$ cat src/rtl/linear_pe_stream_scheduler.sv
// Job sequencer for a LinearProcessingElementWrapper chain: frames op0/op1 into
// cfg_len-beat packets, seeds one zero psum per dot product, collects results.
module linear_pe_stream_scheduler #(
  parameter int DATA_WIDTH_OP0  = 16,
  parameter int DATA_WIDTH_OP1  = 16,
  parameter int DATA_WIDTH_PSUM = 32,
  parameter int LEN_WIDTH       = 16,
  parameter int CNT_WIDTH       = 16,
  parameter int PE_RST_CYCLES   = 4
) (
  input  logic                       clk,
  input  logic                       rst,
  input  logic                       cfg_start,
  input  logic [LEN_WIDTH-1:0]       cfg_len,
  input  logic [CNT_WIDTH-1:0]       cfg_count,
  output logic                       busy,
  output logic                       done,
  output logic                       err,
  input  logic [DATA_WIDTH_OP0-1:0]  s_axis_op0_tdata,
  input  logic                       s_axis_op0_tvalid,
  output logic                       s_axis_op0_tready,
  output logic [DATA_WIDTH_OP0-1:0]  m_axis_l_tdata,
  output logic                       m_axis_l_tvalid,
  input  logic                       m_axis_l_tready,
  output logic                       m_axis_l_tlast,
  input  logic [DATA_WIDTH_OP1-1:0]  s_axis_op1_tdata,
  input  logic                       s_axis_op1_tvalid,
  output logic                       s_axis_op1_tready,
  output logic [DATA_WIDTH_OP1-1:0]  m_axis_t_tdata,
  output logic                       m_axis_t_tvalid,
  input  logic                       m_axis_t_tready,
  output logic                       m_axis_t_tlast,
  output logic [DATA_WIDTH_PSUM-1:0] m_axis_u_tdata,
  output logic                       m_axis_u_tvalid,
  input  logic                       m_axis_u_tready,
  output logic                       m_axis_u_tlast,
  input  logic [DATA_WIDTH_PSUM-1:0] s_axis_d_tdata,
  input  logic                       s_axis_d_tvalid,
  output logic                       s_axis_d_tready,
  input  logic                       s_axis_d_tlast,
  output logic [DATA_WIDTH_PSUM-1:0] m_axis_res_tdata,
  output logic                       m_axis_res_tvalid,
  input  logic                       m_axis_res_tready,
  output logic                       m_axis_res_tlast,
  input  logic                       pe_err_unalligned_data,
  output logic                       pe_rst
);

  // Handshake rule on every stream: a beat transfers on a clock edge where
  // tvalid && tready; tvalid never drops and tdata never changes before that.

  typedef enum logic [1:0] {S_IDLE, S_RUN, S_FLUSH} state_e;

  localparam int RST_W = (PE_RST_CYCLES > 1) ? $clog2(PE_RST_CYCLES) : 1;
  localparam logic [RST_W-1:0]     RST_LAST = RST_W'(PE_RST_CYCLES - 1);
  localparam logic [RST_W-1:0]     RST_ONE  = RST_W'(1);
  localparam logic [LEN_WIDTH-1:0] LEN_ONE  = LEN_WIDTH'(1);
  localparam logic [CNT_WIDTH-1:0] CNT_ONE  = CNT_WIDTH'(1);

  state_e               state_q, state_d;
  logic [LEN_WIDTH-1:0] len_q, len_d;
  logic [CNT_WIDTH-1:0] count_q, count_d;
  logic [LEN_WIDTH-1:0] beat0_q, beat0_d, beat1_q, beat1_d;
  logic [CNT_WIDTH-1:0] dp0_q, dp0_d, dp1_q, dp1_d;
  logic [CNT_WIDTH-1:0] seeds_q, seeds_d, res_q, res_d;
  logic [RST_W-1:0]     rst_cnt_q, rst_cnt_d;
  logic                 done_q, done_d;
  logic                 err_q, err_d;

  logic run, open0, open1, last0, last1, res_last;
  logic hs_l, hs_t, hs_u, hs_res;
  logic unused_d_tlast;

  assign unused_d_tlast = s_axis_d_tlast;

  assign run      = (state_q == S_RUN);
  assign open0    = (dp0_q < count_q);
  assign open1    = (dp1_q < count_q);
  assign last0    = (beat0_q == (len_q - LEN_ONE));
  assign last1    = (beat1_q == (len_q - LEN_ONE));
  assign res_last = (res_q == (count_q - CNT_ONE));

  assign m_axis_l_tdata    = s_axis_op0_tdata;
  assign m_axis_l_tvalid   = run & open0 & s_axis_op0_tvalid;
  assign s_axis_op0_tready = run & open0 & m_axis_l_tready;
  assign m_axis_l_tlast    = run & last0;

  assign m_axis_t_tdata    = s_axis_op1_tdata;
  assign m_axis_t_tvalid   = run & open1 & s_axis_op1_tvalid;
  assign s_axis_op1_tready = run & open1 & m_axis_t_tready;
  assign m_axis_t_tlast    = run & last1;

  assign m_axis_u_tdata    = '0;
  assign m_axis_u_tvalid   = run & (seeds_q < count_q);
  assign m_axis_u_tlast    = run;

  // Result tlast is regenerated from our own count; the PE's tlast is not trusted.
  assign m_axis_res_tdata  = s_axis_d_tdata;
  assign m_axis_res_tvalid = run & s_axis_d_tvalid;
  assign s_axis_d_tready   = run & m_axis_res_tready;
  assign m_axis_res_tlast  = run & res_last;

  assign hs_l   = m_axis_l_tvalid & m_axis_l_tready;
  assign hs_t   = m_axis_t_tvalid & m_axis_t_tready;
  assign hs_u   = m_axis_u_tvalid & m_axis_u_tready;
  assign hs_res = m_axis_res_tvalid & m_axis_res_tready;

  assign busy   = (state_q != S_IDLE);
  assign done   = done_q;
  assign err    = err_q;
  assign pe_rst = (state_q == S_FLUSH);

  always_comb begin
    state_d   = state_q;
    len_d     = len_q;
    count_d   = count_q;
    beat0_d   = beat0_q;
    beat1_d   = beat1_q;
    dp0_d     = dp0_q;
    dp1_d     = dp1_q;
    seeds_d   = seeds_q;
    res_d     = res_q;
    rst_cnt_d = rst_cnt_q;
    done_d    = 1'b0;
    err_d     = err_q;

    unique case (state_q)
      S_IDLE: begin
        if (cfg_start) begin
          err_d = 1'b0;
          if ((cfg_len != '0) && (cfg_count != '0)) begin
            len_d   = cfg_len;
            count_d = cfg_count;
            beat0_d = '0;
            beat1_d = '0;
            dp0_d   = '0;
            dp1_d   = '0;
            seeds_d = '0;
            res_d   = '0;
            state_d = S_RUN;
          end else begin
            done_d = 1'b1;
          end
        end
      end

      S_RUN: begin
        if (hs_l) begin
          if (last0) begin
            beat0_d = '0;
            dp0_d   = dp0_q + CNT_ONE;
          end else begin
            beat0_d = beat0_q + LEN_ONE;
          end
        end
        if (hs_t) begin
          if (last1) begin
            beat1_d = '0;
            dp1_d   = dp1_q + CNT_ONE;
          end else begin
            beat1_d = beat1_q + LEN_ONE;
          end
        end
        if (hs_u) seeds_d = seeds_q + CNT_ONE;
        if (hs_res) begin
          res_d = res_q + CNT_ONE;
          if (res_last) begin
            state_d = S_IDLE;
            done_d  = 1'b1;
          end
        end
        // An error in the same cycle as the final result still aborts the job.
        if (pe_err_unalligned_data) begin
          state_d   = S_FLUSH;
          err_d     = 1'b1;
          done_d    = 1'b0;
          rst_cnt_d = '0;
        end
      end

      S_FLUSH: begin
        if (rst_cnt_q == RST_LAST) state_d = S_IDLE;
        else                       rst_cnt_d = rst_cnt_q + RST_ONE;
      end

      default: state_d = S_IDLE;
    endcase
  end

  always_ff @(posedge clk) begin
    if (rst) begin
      state_q   <= S_IDLE;
      len_q     <= '0;
      count_q   <= '0;
      beat0_q   <= '0;
      beat1_q   <= '0;
      dp0_q     <= '0;
      dp1_q     <= '0;
      seeds_q   <= '0;
      res_q     <= '0;
      rst_cnt_q <= '0;
      done_q    <= 1'b0;
      err_q     <= 1'b0;
    end else begin
      state_q   <= state_d;
      len_q     <= len_d;
      count_q   <= count_d;
      beat0_q   <= beat0_d;
      beat1_q   <= beat1_d;
      dp0_q     <= dp0_d;
      dp1_q     <= dp1_d;
      seeds_q   <= seeds_d;
      res_q     <= res_d;
      rst_cnt_q <= rst_cnt_d;
      done_q    <= done_d;
      err_q     <= err_d;
    end
  end

endmodule

$ cat config.mk
export PLATFORM = sky130hd
export DESIGN_NAME = linear_pe_stream_scheduler
export DESIGN_NICKNAME = d
export VERILOG_FILES = /design/src/rtl/linear_pe_stream_scheduler.sv
export SDC_FILE = /design/constraint.sdc
export NUM_CORES = 1
export LEC_CHECK = 0
export CAP_MARGIN = 20
export CORE_ASPECT_RATIO = 0.5
export CORE_UTILIZATION = 60
export CTS_CLUSTER_SIZE = 28
export DETAILED_ROUTE_END_ITERATION = 7
export DONT_BUFFER_PORTS = 1
export PLACE_DENSITY = 0.84
export SYNTH_ARGS = -nofsm -noshare
export SYNTH_HDL_FRONTEND = slang
export SYNTH_SLANG_ARGS = --single-unit
$ cat constraint.sdc
create_clock -name clk -period 4.1 [get_ports clk]
set_input_delay 1.23 -clock clk [delete_from_list [all_inputs] [get_ports clk]]
set_output_delay 1.23 -clock clk [all_outputs]
set_load 0.01 [all_outputs]
==> metrics.md <==
| Metric | Value |
|---|---|
| Post-synth EDFFs | 0 |
| WHS Path Cells | 2 |
| Root Buffer | clkbuf_16 |
| Violated checks | DRC, setup timing |
| R2R setup slack | 0.18 ns |
| Worst EP required | 2.87 ns |
| RePlAce Congestion | 0.935 |
| Post-synthesis compound-gate area fraction | 13.4% |
| FF-to-FF End | beat1_q[14] |
| Reg2reg path depth | 16 |
| Clock power share | 30.5% |
| Hpwl dp | 19,300 um |
| Height of the die | 91.5 um |
| Post-Synth XOR/XNOR Area | 9.29% |
| CTS Hold Bufs | 0 |
| WL final | 27,600 um |
| Number of antenna violations at the first check in global routing | 0 |
| Crit-path max FO | 3 |
| CTS buffer count | 17 |
| Filler cell count in the final layout | 1,183 |
| Clock transition at the registers of the reported paths | 0.07 ns |
| Async S/R FF share, synth | 0% |
| Slowest-stage cell, CP | or4_4 |
| Pin count of the biggest net entering global routing | 52 |
| Num ports | 219 |
| Seq pwr share | 28.5% |
| PortBufs | 0 |
| Layout Nets | 1,318 |
| Final Critical Period | 4.20 ns |
| Diodes inserted | 0 |
| Slowest stage delay, CP | 0.56 ns |
| DR iter-0 viols | 807 |
| Seq/Total Area, Yosys | 27.9% |
| Main combinational cell family by area after synthesis | simple AND/OR/NAND/NOR gates |
| Vias per cell | 6.49 |
| Final setup fails | 2 |
| ANT nets after route | 0 |
| Setup TNS | -0.159 ns |
| GRT Util Overall | 32.7% |
| Core ar. | 15,500 um2 |
| Worst path arrival time | 2.97 ns |
| CP Cell Sequence | inv_1, ha_1, or4b_4, or4_4, a21oi_2, nor3_1, or4_4, nor4_4, buf_4 |
| FF+latch count, synth | 134 |
| Die width | 181 um |
| Crit path buffers/inverters | 2 |
| Worst Hold Class | reg -> reg |
| Min-Delay Startpoint | dp1_q[15] |
| Fmax | 238 MHz |
| Max VDD drop | 0.312 mV |
| Internal Power | 3.09 mW |
| Slew margin rel. | 43.8% |
| Top post-synthesis cells by area | dfxtp_1 (28%), buf_4 (7.6%), ha_1 (7.6%), xnor2_1 (5.6%), nor2_1 (4.4%) |
| Worst-Margin Slew | 0.835 ns |
| Gate power share | 40.9% |
| Place WS | 0.108 ns |
| Worst setup slack after layout | -0.0952 ns |
| Initial DRT Pass Iterations | 8 |
| Synth top area share | 27.9% |
| Syn-to-layout area delta | 7.32% |
| Die area | 16,600 um2 |
| Post-synth top area cell | dfxtp_1 |
| Placed cell areas | 9390 um2 |
| Crit. End Element | primary output |
| Max Root-Sink Buffers | 2 |
| Critical path class | reg -> out |
| Max Cap Viol | 0 |
| Hold Path End | dp1_q[15] |
| Post-Syn Area | 9610 um2 |
| Share of cells above drive strength 1 | 12.1% |
| RSZ-0062 raised after global routing | true |
| Cell area after layout | 10,300 um2 |
| Gr ovfl total | 0 |
| CTS Sinks | 134 |
| Initial Utilization | 61.8% |
| Final Hold Fails | 0 |
| Crit path top cell by count | or4_4 |
| Std cell rows | 32 |
| Synth Area in Adders | 7.55% |
| Yosys cell types | 73 |
| Synth Area in Simple Gates | 26.0% |
| Sw power | 2.06 mW |
| CTS tree | yes |
| Residual DRC count | 1 |
| Layout Skew | 0.0130 ns |
| Total number of vias | 8,891 |
| Critical Path Start Type | register |
| Skew-Pair Late Insertion Delay | 0.43 ns |
| Syn. warnings | 0 |
| RR Startpoint | len_q[1] |
| CP delay by family, top | simple AND/OR/NAND/NOR gates |
| Final core utilization | 66.4% |
| Number of global-route vias before repair | 8,570 |
| Post-synthesis mux area share | 4.18% |
| First-pass GRT wire length | 43,100 um |
| H-tree levels | 4 |
| Period utilization | 102% |
| Net Sw Frac | 40.1% |
| Routed len/inst | 20.1 um |
| Syn avg cell area | 8.07 um2 |
| PD cells | 500 nW/um2 |
| Primary FF master, synth | dfxtp_1 |
| Outcome | complete, but fails checks |
| Post-Syn Instances | 1,191 |
| Max-slew violations | 0 |
| Static Leak | 3.92 nW |
[registers in the layout, indices dropped and copies added, names as in the netlist, 2 cells and up]
signal / count
dp1_q: 16
beat1_q: 16
state_q: 2
seeds_q: 16
res_q: 16
rst_cnt_q: 2
count_q: 16
beat0_q: 16
len_q: 16
dp0_q: 16
[worst min-delay path, cell delays in order, from the launching register on]
cell     delay (ns)
dfxtp_1        0.33
o31ai_1        0.06
a21oi_1        0.05
[per-stage QoR]
step,hold WS [ns],power (mW),instances
3_5_place_dp,0.484,3.32,1323
6_report,0.490,5.15,1369
4_1_cts,0.493,5.01,1368
5_1_grt,0.515,5.35,1369
2_1_floorplan,0.456,2.89,1222
3_3_place_gp,0.472,3.26,1322
[power groups by stage]
stage	combinational, mW	clock (mW)	sequential [mW]
3_5_place_dp	1.83	0	1.49
4_1_cts	1.97	1.57	1.46
5_1_grt	2.24	1.64	1.48
6_report	2.11	1.57	1.47
3_3_place_gp	1.77	0	1.49
2_1_floorplan	1.43	0	1.45
[routing by layer]
metal	global-route usage, %	wire length [um]	up-vias
li1	-	-	4099
met2	57.1	13300	475
met4	14.4	1000	0
met5	0	0	-
met3	8.74	2650	100
met1	37.6	10600	4217
[final cells by class]
cell class              count  area (um2)  area share, %
flip-flops and latches    134        2690           26.1
repair buffers             63         492           4.77
well taps                 204         255           2.48
multi-input cells         892        6110           59.3
inverters                  44         165           1.60
clock buffers              17         425           4.13
clock inverters            15         170           1.65
[logic make-up (layout without fill, tap and decap cells)]
| family | after synthesis | count (layout) |
|---|---|---|
| flip-flops | 134 | 134 |
| AO/OA/AOI/OAI | 204 | 204 |
| adder cells (fa/ha/maj) | 58 | 58 |
| AND/OR/NAND/NOR | 461 | 461 |
| multiplexers | 40 | 40 |
| buffers and inverters | 196 | 139 |
| XOR/XNOR | 97 | 97 |
| other | 1 | 32 |
[placed cells by master (no fill, tap or decap), types with 6 or more instances in the layout]
| master | Yosys | layout |
|---|---|---|
| nor3_1 | 24 | 22 |
| and3_1 | 23 | 23 |
| xor2_1 | 33 | 33 |
| or3_1 | 34 | 34 |
| ha_1 | 58 | 57 |
| nor2b_1 | 7 | 7 |
| xnor2_1 | 61 | 60 |
| conb_1 | 1 | 32 |
| o31ai_1 | 11 | 11 |
| or4_1 | 15 | 9 |
| nand2b_1 | 6 | 6 |
| nand3_1 | 43 | 43 |
| a21oi_1 | 73 | 72 |
| nand3b_1 | 7 | 7 |
| a211oi_1 | 15 | 14 |
| or4_4 | 0 | 6 |
| dfxtp_1 | 134 | 130 |
| nand2_1 | 63 | 63 |
| mux2i_1 | 39 | 39 |
| clkbuf_16 | 0 | 17 |
| nor4_1 | 31 | 25 |
| nor2_1 | 112 | 112 |
| buf_4 | 97 | 57 |
| o21ai_0 | 48 | 45 |
| a21o_1 | 11 | 11 |
| and2_1 | 12 | 12 |
| inv_1 | 44 | 43 |
| nand4_1 | 48 | 48 |
| and4_1 | 9 | 9 |
[worst max-delay path by stage]
| stage | startpoint | to | slack [ns] | cells after the start |
|---|---|---|---|---|
| 2_1_floorplan | count_q[0] | m_axis_res_tlast | 0.09 | 9 |
| 3_3_place_gp | count_q[1] | m_axis_res_tlast | 0.14 | 9 |
| 3_5_place_dp | count_q[1] | m_axis_res_tlast | 0.11 | 9 |
| 4_1_cts | count_q[1] | m_axis_res_tlast | -0.04 | 9 |
| 5_1_grt | count_q[1] | m_axis_res_tlast | -0.19 | 9 |
| 6_report | count_q[1] | m_axis_res_tlast | -0.1 | 9 |
[timing repair]
item | CTS | global route
gates resized for setup | 28 | 20
pin swaps | 10 | 3
setup endpoints to repair | 3 | 31
buffers inserted | 13 | 1
hold endpoints to repair | 0 | 0
[Yosys cell counts, types with 5 or more instances]
library cell	instances
a2111oi_0	5
a211oi_1	15
a21o_1	11
a21oi_1	73
and2_1	12
and3_1	23
and4_1	9
buf_2	10
buf_4	97
clkbuf_1	39
dfxtp_1	134
ha_1	58
inv_1	44
mux2i_1	39
nand2_1	63
nand2b_1	6
nand3_1	43
nand3b_1	7
nand4_1	48
nor2_1	112
nor2b_1	7
nor3_1	24
nor3b_1	6
nor4_1	31
nor4b_1	5
o21ai_0	48
o31ai_1	11
or3_1	34
or4_1	15
xnor2_1	61
xor2_1	33
Power figures use the tool's default switching activity.
